### config.mk
export PLATFORM = sky130hd
export DESIGN_NAME = sega_joy_scanner
export DESIGN_NICKNAME = d
export VERILOG_FILES = /design/src/rtl/sega_joy_pkg.sv /design/src/rtl/sega_joy_port.sv /design/src/rtl/sega_joy_scanner.sv
export SDC_FILE = /design/constraint.sdc
export NUM_CORES = 1
export LEC_CHECK = 0
export ABC_AREA = 1
export CORE_MARGIN = 4
export CORE_UTILIZATION = 58
export DETAILED_ROUTE_END_ITERATION = 10
export HOLD_SLACK_MARGIN = 0.03
export PLACE_DENSITY_LB_ADDON = 0.2
export SETUP_SLACK_MARGIN = 0.15
export SKIP_LAST_GASP = 1
export SLEW_MARGIN = 0
export SYNTH_ARGS = -nofsm -noshare
export SYNTH_HDL_FRONTEND = slang
export SYNTH_SLANG_ARGS = --single-unit
### constraint.sdc
create_clock -name clk_sys -period 7.8 [get_ports clk_sys]
set_clock_uncertainty 0.2 [all_clocks]
set_input_delay 1.56 -clock clk_sys [delete_from_list [all_inputs] [get_ports clk_sys]]
set_output_delay 1.56 -clock clk_sys [all_outputs]
set_load 0.02 [all_outputs]
### src/rtl/sega_joy_pkg.sv
// Shared constants for the DB9 joystick scanner.
//   - STEP_*  : scan sequencer step numbers (the action is taken on the tick
//               that enters the step)
//   - BIT_*   : bit positions inside a 12-bit per-port button word
//               {M,X,Y,Z,S,A,C,B,R,L,D,U}
//   - PIN_*   : bit positions inside a 6-bit per-port pin group
//               {p9,p6,right,left,down,up}
//   - p7_level: select-line level driven while a given step is active
package sega_joy_pkg;

  localparam int STEP_P7LO0  = 0;
  localparam int STEP_P7HI0  = 1;
  localparam int STEP_DIR    = 2;
  localparam int STEP_START  = 3;
  localparam int STEP_P7LO1  = 4;
  localparam int STEP_DET6   = 5;
  localparam int STEP_XYZM   = 6;
  localparam int STEP_P7HI1  = 7;
  localparam int STEP_COMMIT = 8;

  localparam int BIT_U = 0;
  localparam int BIT_D = 1;
  localparam int BIT_L = 2;
  localparam int BIT_R = 3;
  localparam int BIT_B = 4;
  localparam int BIT_C = 5;
  localparam int BIT_A = 6;
  localparam int BIT_S = 7;
  localparam int BIT_Z = 8;
  localparam int BIT_Y = 9;
  localparam int BIT_X = 10;
  localparam int BIT_M = 11;

  localparam int PIN_UP    = 0;
  localparam int PIN_DOWN  = 1;
  localparam int PIN_LEFT  = 2;
  localparam int PIN_RIGHT = 3;
  localparam int PIN_P6    = 4;
  localparam int PIN_P9    = 5;

  localparam int JOY_W = 12;
  localparam int PIN_W = 6;

  typedef logic [JOY_W-1:0] joy_word_t;
  typedef logic [PIN_W-1:0] pin_group_t;

  // Select is pulled low four times per frame (steps 0, 2, 4, 6); a
  // 6-button pad counts these falling edges to reach its extra-button state.
  // Everything else, including commit and idle, keeps select high so the
  // long idle gap lets 6-button pads time out and restart their count.
  function automatic logic p7_level(input int step);
    logic lvl;
    lvl = 1'b1;
    case (step)
      STEP_P7LO0, STEP_DIR, STEP_P7LO1, STEP_XYZM: lvl = 1'b0;
      default:                                     lvl = 1'b1;
    endcase
    return lvl;
  endfunction

endpackage

### src/rtl/sega_joy_port.sv
// One DB9 port: decodes the pin group at each scan step into a shadow button
// word plus pad-type flags, and copies the shadow into the output registers
// on commit so the outputs only ever show a completely scanned frame.
//   clk_sys   : system clock
//   reset     : asynchronous, active-high
//   step      : step being entered (valid together with tick)
//   tick      : one-cycle scan step strobe
//   pins      : synchronised active-low pins {p9,p6,right,left,down,up}
//   commit    : one-cycle strobe, publish shadow to outputs
//   joy_state : {M,X,Y,Z,S,A,C,B,R,L,D,U}, 1 = pressed
//   md_pad    : Mega Drive pad seen in last committed frame
//   six_btn   : 6-button pad seen in last committed frame
module sega_joy_port
  import sega_joy_pkg::*;
#(
  parameter int STEP_W     = 8,
  parameter bit SIX_BTN_EN = 1'b1
) (
  input  logic              clk_sys,
  input  logic              reset,
  input  logic [STEP_W-1:0] step,
  input  logic              tick,
  input  pin_group_t        pins,
  input  logic              commit,
  output joy_word_t         joy_state,
  output logic              md_pad,
  output logic              six_btn
);

  joy_word_t sh_state;
  logic      sh_md;
  logic      sh_six;

  // Shadow decode. Each step reads pins that were settled under the select
  // level held for the whole previous step.
  always_ff @(posedge clk_sys or posedge reset) begin
    if (reset) begin
      sh_state <= '0;
      sh_md    <= 1'b0;
      sh_six   <= 1'b0;
    end else if (tick) begin
      case (int'(step))
        STEP_DIR: begin
          // Select was high: directions plus B on p6, C on p9.
          sh_state[BIT_R] <= ~pins[PIN_RIGHT];
          sh_state[BIT_L] <= ~pins[PIN_LEFT];
          sh_state[BIT_D] <= ~pins[PIN_DOWN];
          sh_state[BIT_U] <= ~pins[PIN_UP];
          sh_state[BIT_C] <= ~pins[PIN_P9];
          sh_state[BIT_B] <= ~pins[PIN_P6];
          sh_md           <= 1'b0;
          sh_six          <= 1'b0;
        end
        STEP_START: begin
          // Select was low: a Mega Drive pad grounds left and right and
          // puts Start on p9, A on p6. A Master System pad holding
          // left+right at once looks identical; that ambiguity is accepted.
          if (!pins[PIN_RIGHT] && !pins[PIN_LEFT]) begin
            sh_md           <= 1'b1;
            sh_state[BIT_S] <= ~pins[PIN_P9];
            sh_state[BIT_A] <= ~pins[PIN_P6];
          end else begin
            sh_state[BIT_S] <= 1'b0;
            sh_state[BIT_A] <= 1'b0;
          end
        end
        STEP_DET6: begin
          // Third low pulse: a 6-button pad grounds all four directions.
          if (SIX_BTN_EN && sh_md && (pins[PIN_RIGHT:PIN_UP] == '0)) begin
            sh_six <= 1'b1;
          end
        end
        STEP_XYZM: begin
          // High after the third low: directions carry Mode, X, Y, Z.
          if (sh_six) begin
            sh_state[BIT_M] <= ~pins[PIN_RIGHT];
            sh_state[BIT_X] <= ~pins[PIN_LEFT];
            sh_state[BIT_Y] <= ~pins[PIN_DOWN];
            sh_state[BIT_Z] <= ~pins[PIN_UP];
          end else begin
            sh_state[BIT_M] <= 1'b0;
            sh_state[BIT_X] <= 1'b0;
            sh_state[BIT_Y] <= 1'b0;
            sh_state[BIT_Z] <= 1'b0;
          end
        end
        default: ;
      endcase
    end
  end

  always_ff @(posedge clk_sys or posedge reset) begin
    if (reset) begin
      joy_state <= '0;
      md_pad    <= 1'b0;
      six_btn   <= 1'b0;
    end else if (commit) begin
      joy_state <= sh_state;
      md_pad    <= sh_md;
      six_btn   <= sh_six;
    end
  end

endmodule

### src/rtl/sega_joy_scanner.sv
// Multi-port DB9 joystick scanner. Drives the shared select line (pin 7),
// steps through a fixed scan sequence once per frame and publishes per-port
// active-high button words, all ports updating in the same cycle.
//   clk_sys    : system clock
//   reset      : asynchronous, active-high
//   joy_pins_n : per port p at [6p+5:6p] = {p9,p6,right,left,down,up}, active-low
//   joy_p7_o   : shared select line to all ports
//   joy_state  : per port p at [12p+11:12p] = {M,X,Y,Z,S,A,C,B,R,L,D,U}
//   md_pad     : per port, Mega Drive pad detected in last frame
//   six_btn    : per port, 6-button pad detected in last frame
//   frame_done : one-cycle pulse in the cycle the outputs update
module sega_joy_scanner
  import sega_joy_pkg::*;
#(
  parameter int NUM_PORTS   = 2,
  parameter int TICK_DIV    = 256,
  parameter int FRAME_STEPS = 256,
  parameter bit SIX_BTN_EN  = 1'b1
) (
  input  logic                       clk_sys,
  input  logic                       reset,
  input  logic [PIN_W*NUM_PORTS-1:0] joy_pins_n,
  output logic                       joy_p7_o,
  output logic [JOY_W*NUM_PORTS-1:0] joy_state,
  output logic [NUM_PORTS-1:0]       md_pad,
  output logic [NUM_PORTS-1:0]       six_btn,
  output logic                       frame_done
);

  localparam int TICK_W = $clog2(TICK_DIV);
  localparam int STEP_W = $clog2(FRAME_STEPS);

  logic [PIN_W*NUM_PORTS-1:0] pins_meta;
  logic [PIN_W*NUM_PORTS-1:0] pins_sync;
  logic [TICK_W-1:0]          tick_cnt;
  logic [STEP_W-1:0]          step;
  logic [STEP_W-1:0]          step_nxt;
  logic                       tick;
  logic                       commit;

  // Pins are asynchronous to clk_sys. The synchroniser resets to the idle
  // (pulled-high) level so an empty port reads as nothing pressed.
  // NOTE: sequential state is written with <= only; blocking assignments in
  // clocked blocks create read-order races between processes.
  always_ff @(posedge clk_sys or posedge reset) begin
    if (reset) begin
      pins_meta <= '1;
      pins_sync <= '1;
    end else begin
      pins_meta <= joy_pins_n;
      pins_sync <= pins_meta;
    end
  end

  assign tick = (tick_cnt == TICK_W'(TICK_DIV - 1));

  always_ff @(posedge clk_sys or posedge reset) begin
    if (reset) begin
      tick_cnt <= '0;
    end else if (tick) begin
      tick_cnt <= '0;
    end else begin
      tick_cnt <= tick_cnt + TICK_W'(1);
    end
  end

  // NOTE: every signal written in always_comb gets a value on every path
  // (default first), otherwise synthesis infers a latch.
  always_comb begin
    step_nxt = step + STEP_W'(1);
    if (step == STEP_W'(FRAME_STEPS - 1)) begin
      step_nxt = '0;
    end
  end

  // Actions belong to the step being entered, so ports see step_nxt.
  assign commit = tick && (step_nxt == STEP_W'(STEP_COMMIT));

  always_ff @(posedge clk_sys or posedge reset) begin
    if (reset) begin
      step       <= '0;
      joy_p7_o   <= 1'b1;
      frame_done <= 1'b0;
    end else begin
      frame_done <= commit;
      if (tick) begin
        step     <= step_nxt;
        joy_p7_o <= p7_level(int'(step_nxt));
      end
    end
  end

  for (genvar p = 0; p < NUM_PORTS; p++) begin : g_port
    sega_joy_port #(
      .STEP_W     (STEP_W),
      .SIX_BTN_EN (SIX_BTN_EN)
    ) u_port (
      .clk_sys   (clk_sys),
      .reset     (reset),
      .step      (step_nxt),
      .tick      (tick),
      .pins      (pins_sync[PIN_W*p +: PIN_W]),
      .commit    (commit),
      .joy_state (joy_state[JOY_W*p +: JOY_W]),
      .md_pad    (md_pad[p]),
      .six_btn   (six_btn[p])
    );
  end

endmodule

=== Word level (Yosys, flattened, before mapping) ===
Cells that the tools add are included.

* Bits in registers: 98
* Input bits: 14
* Output and inout port bits: 30
* Word-level logic and storage cells: 85

* Add/sub/neg operators: 2
* Eq/ne operators: 12
* Muxes and demuxes: 15
* Bitwise gates (word level): 12
* Reduce and logical (&&, ||, !) cells: 22

{| class="wikitable"
|+ Operators by type and width
! cell !! number
|-
| $eq 8x3->1 const B || 3
|-
| $add 8x1->8 const B || 2
|-
| $eq 8x2->1 const B || 2
|-
| $eq 8x8->1 const B || 2
|-
| $mux 8 || 2
|-
| $not 1->1 || 12
|-
| $reduce_and 3->1 || 4
|-
| $eq 8x4->1 const B || 1
|-
| $logic_not 4->1 || 2
|-
| $logic_not 8->1 || 1
|-
| $mux 4 || 2
|-
| $ne 2x1->1 const B || 4
|-
| $pmux 1 s2 || 4
|-
| $reduce_and 2->1 || 3
|-
| $logic_and 1x1->1 || 5
|-
| $mux 1 || 5
|-
| $logic_not 1->1 || 4
|-
| $mux 2 || 2
|-
| $reduce_bool 2->1 || 2
|-
| $reduce_or 4->1 || 1
|}

=== Logic depth before layout (Yosys ltp) ===
* Depth after elaboration: 5
* Mapped depth: 15
* Mapped depth without buffers: 13

=== Hierarchy ===
From an unflattened synthesis, not the netlist that was laid out.

* Cell total of the unflattened synthesis: 405
* Area total of the unflattened synthesis: 4,212.8 µm²

{| class="wikitable"
|+ Modules (own cells, without submodules)
! module !! times used !! cells each !! area an instance (µm²) !! sequential area each (µm²)
|-
| sega_joy_port || 2 || 129 || 1,297.5 || 700.7
|-
| sega_joy_scanner || 1 || 147 || 1,617.8 || 1,082.3
|}

=== Least setup slack after synthesis ===
OpenSTA, ideal clock, no wires.

* Path type: register -> output
* Start: register joy_p7_o
* End: output port joy_p7_o
* Arrival time: 563 ps
* Data required time: 6,040 ps
* Setup slack: 5,477 ps
* Stages on the path, launching flop included: 1
* Buffers on the path: 0
* Path through: dfstp_2

{| class="wikitable"
|+ RTL lines
! item !! line !! source
|-
| from (decl) || sega_joy_scanner.sv:23 || <nowiki>output logic joy_p7_o,</nowiki>
|-
| from (signal assigned) || sega_joy_scanner.sv:88 || <nowiki>joy_p7_o <= p7_level(int'(step_nxt));</nowiki>
|}

No word-level cell between the ends.

=== Final worst setup path ===
* Start: register joy_p7_o
* End: output port joy_p7_o

No word-level cell between the ends.

==> out/metrics.csv <==
stage,metric,value,unit
synthesis,yosys_warnings,0,
pwr,power.leakage,2.41,nW
floorplan,chipWidth,92.4,um
worst_setup_path,cp_slowest_cell,clkdlybuf4s50_1,
global_routing,grt_pass1_vias,2639,
sta,fin_hold_ws,0.156,ns
worst_setup_path,crit_chain,clkdlybuf4s50_1,
worst_setup_path,cp_data_required_time,6.04,ns
detailed_routing,drtPass1Iterations,4,
synthesis,synth_area_leaders,"dfrtp_1 44%, dfstp_2 16%, nand2_1 8.5%",
sta,fmax,0.308,GHz
floorplan,core,6870,um2
detailed_routing,drcViolationCount,0,
detailed_routing,drt-total-wl,6.72,mm
sta,fin_tns_setup,0,ns
pwr,power_density,181,nW/um2
clocking,cts_root_buf,clkbuf_8,
sta,slew_violations,0,
worst_setup_path,arrival,1.49,ns
place,numPortBuffers,43,
worst_setup_path,startpoint,joy_p7_o,
worst_setup_path,r2r_cells,10,
clocking,clk_latency,0.34,ns
worst_setup_path,start_kind,flip-flop,
floorplan,io_pins,44,
synthesis,syn_avg_cell_area,9.55,um2
layout,area_growth,15.6,%
synthesis,netlist-cell-type-count,30,
global_routing,use_met3,0.0366,
synthesis,yosysSeqAreaShare,0.602,
clocking,postCtsHoldBufs,0,
global_routing,met1_usage,0.217,
global_routing,top_usage_layer,met2,
place,post_dp_cell_area,4570,um2
global_routing,use_met2,0.289,
place,gp_congestion,0.801,
floorplan,dieHeight,92.4,um
detailed_routing,wl_per_cell,11.7,um
worst_setup_path,reg2reg_from,tick_cnt[0],
place,dp_hpwl,4.65,mm
pwr,max-vdd-ir-drop,0.124,mV
synthesis,synth_top_cell_by_area,dfrtp_1,
layout,stdcell_area,4770,um2
detailed_routing,num_vias,2729,
hold_path,hold_path_class,reg2reg,
worst_setup_path,path_depth,1,
global_routing,grt_overflow_total,0,
synthesis,syn_inst,432,
detailed_routing,via_per_inst,4.76,
clocking,htree_levels,3,
detailed_routing,first_iter_violations,138,
worst_setup_path,rrSetupSlack,4.67,ns
worst_setup_path,slowest_delay,0.60,ns
sta,final.min_clock_period,3.25,ns
global_routing,grt_pass1_wl,11.6,mm
worst_setup_path,critPathMaxFanout,2,
place,dp.cells,557,
sta,hold_violations,0,
sta,rsz0062_at_grt,false,
job,max_cap_viol_count,0,
synthesis,syn_area,4130,um2
clocking,tritoncts,yes,
worst_setup_path,endpoint_kind,output port,
worst_setup_path,cp_top_family,buffers and inverters,
floorplan,fp-row-count,30,
sta,slew_headroom,0.241,
global_routing,antenna_found_initial,0,
layout,layout-drive-gt1-share,0.205,
detailed_routing,antenna_left,0,
run_status,status,"complete, no violations",
layout,n_antenna_cell,0,
layout,instances_no_fill,573,
floorplan,start_util,0.601,
clocking,cts_sinks,98,
synthesis,post-synth-top-area-fraction,0.443,
clocking,clock_path_buffers,2,
global_routing,grt_use_total,0.171,
synthesis,synth_fp_nets,452,
layout,nets,492,
clocking,cts_resized,0,
clocking,clk_pin_slew,0.09,ns
sta,finalCritPeriodShare,0.417,
worst_setup_path,endpoint,joy_p7_o,
sta,setup_viol,0,
synthesis,synth-seq-cells,98,
worst_setup_path,critPathKind,reg2out,
clocking,cts_setup_buffers,0,
global_routing,grt_max_degree,57,
clocking,cts-buffers-inserted,9,
worst_setup_path,cp_num_buf_inv,1,
floorplan,die_area,8530,um2
sta,tightest_slew,1.13,ns
worst_setup_path,reg2reg_to,g_port[1].u_port.joy_state[4],
==> layer usage <==
| metal | routed length [um] | up-vias |
|---|---|---|
| li1 | - | 1397 |
| met1 | 3150 | 1276 |
| met2 | 3240 | 48 |
| met3 | 238 | 8 |
| met4 | 89 | 0 |
| met5 | 0 | - |
==> synth_stat cells, drive strengths merged <==
| master | count |
|---|---|
| dfstp | 25 |
| nor2 | 26 |
| nand3 | 19 |
| nand2 | 95 |
| buf | 13 |
| o21bai | 1 |
| nor3 | 4 |
| and3 | 1 |
| o21ai | 61 |
| nand4 | 1 |
| a21oi | 7 |
| xnor2 | 2 |
| or2 | 6 |
| ha | 6 |
| xor2 | 3 |
| inv | 86 |
| clkbuf | 2 |
| a31oi | 1 |
| dfrtp | 73 |
==> state kept, by name, summed over array words and instances (netlist names), 8 cells and up <==
register                 cells
step                         8
g_port.u_port.sh_state      24
tick_cnt                     8
pins_meta                   12
pins_sync                   12
g_port.u_port.joy_state     24
==> power by group <==
| group | total (W) | switching, W | leakage (nW) | internal (W) |
|---|---|---|---|---|
| clock network | 0.000321 | 0.000163 | 0.0966 | 0.000158 |
| registers | 0.000522 | 0.00000320 | 1.27 | 0.000519 |
| logic | 0.0000182 | 0.0000117 | 1.05 | 0.00000654 |
| total | 0.000861 | 0.000178 | 2.41 | 0.000683 |
==> cell families (layout without fill, tap and decap cells) <==
logic type | Yosys count | in the layout | synth area share
AOI/OAI and AO/OA | 70 | 70 | 0.102
xor gates and xnor gates | 5 | 5 | 0.0106
adders and majority gates | 6 | 6 | 0.0182
and+or+nand+nor | 152 | 152 | 0.161
DFF | 98 | 98 | 0.602
buffers and inverters | 101 | 146 | 0.106
==> cell type report <==
cell class / instances / area, um2
well taps: 96 / 120
flip-flops and latches: 98 / 2480
fillers: 541 / 2100
clock inverters: 4 / 51.3
clock buffers: 12 / 145
repair buffers: 44 / 438
inverters: 86 / 327
multi-input cells: 233 / 1200
==> through the flow <==
step                      total power (W)  setup slack (ns)   util
after global routing             0.000899              4.26  0.694
final                            0.000861              4.55  0.694
after floorplan                  0.000539              3.52      -
after detailed placement         0.000551              4.38  0.666
after CTS                        0.000873              4.52  0.694
after global placement           0.000550              4.40  0.666
==> how the worst min path moves through the flow <==
| stage | startpoint | slack (ns) | cells after the start | endpoint |
|---|---|---|---|---|
| after CTS | pins_meta[11] | 0.16 | 0 | pins_sync[11] |
| final | pins_meta[11] | 0.16 | 0 | pins_sync[11] |
| after global routing | pins_meta[11] | 0.16 | 0 | pins_sync[11] |
| after detailed placement | pins_meta[3] | 0.15 | 0 | pins_sync[3] |
| after floorplan | pins_meta[0] | 0.15 | 0 | pins_sync[0] |
| after global placement | pins_meta[10] | 0.15 | 0 | pins_sync[10] |
==> layout by cell type (no fill, tap or decap), drive strengths merged <==
cell	netlist	routed
nand2	95	95
inv	86	85
dfrtp	73	73
o21ai	61	61
clkdlybuf4s50	0	43
nor2	26	26
dfstp	25	25
nand3	19	19
clkbuf	2	12
a21oi	7	7
or2	6	6
ha	6	6
nor3	4	4
xor2	3	3
clkinv	0	3
xnor2	2	2
o21bai	1	1
nand4	1	1
and3	1	1
a31oi	1	1
clkinvlp	0	1
bufinv	0	1
buf	13	1
Power figures use the tool's default switching activity.
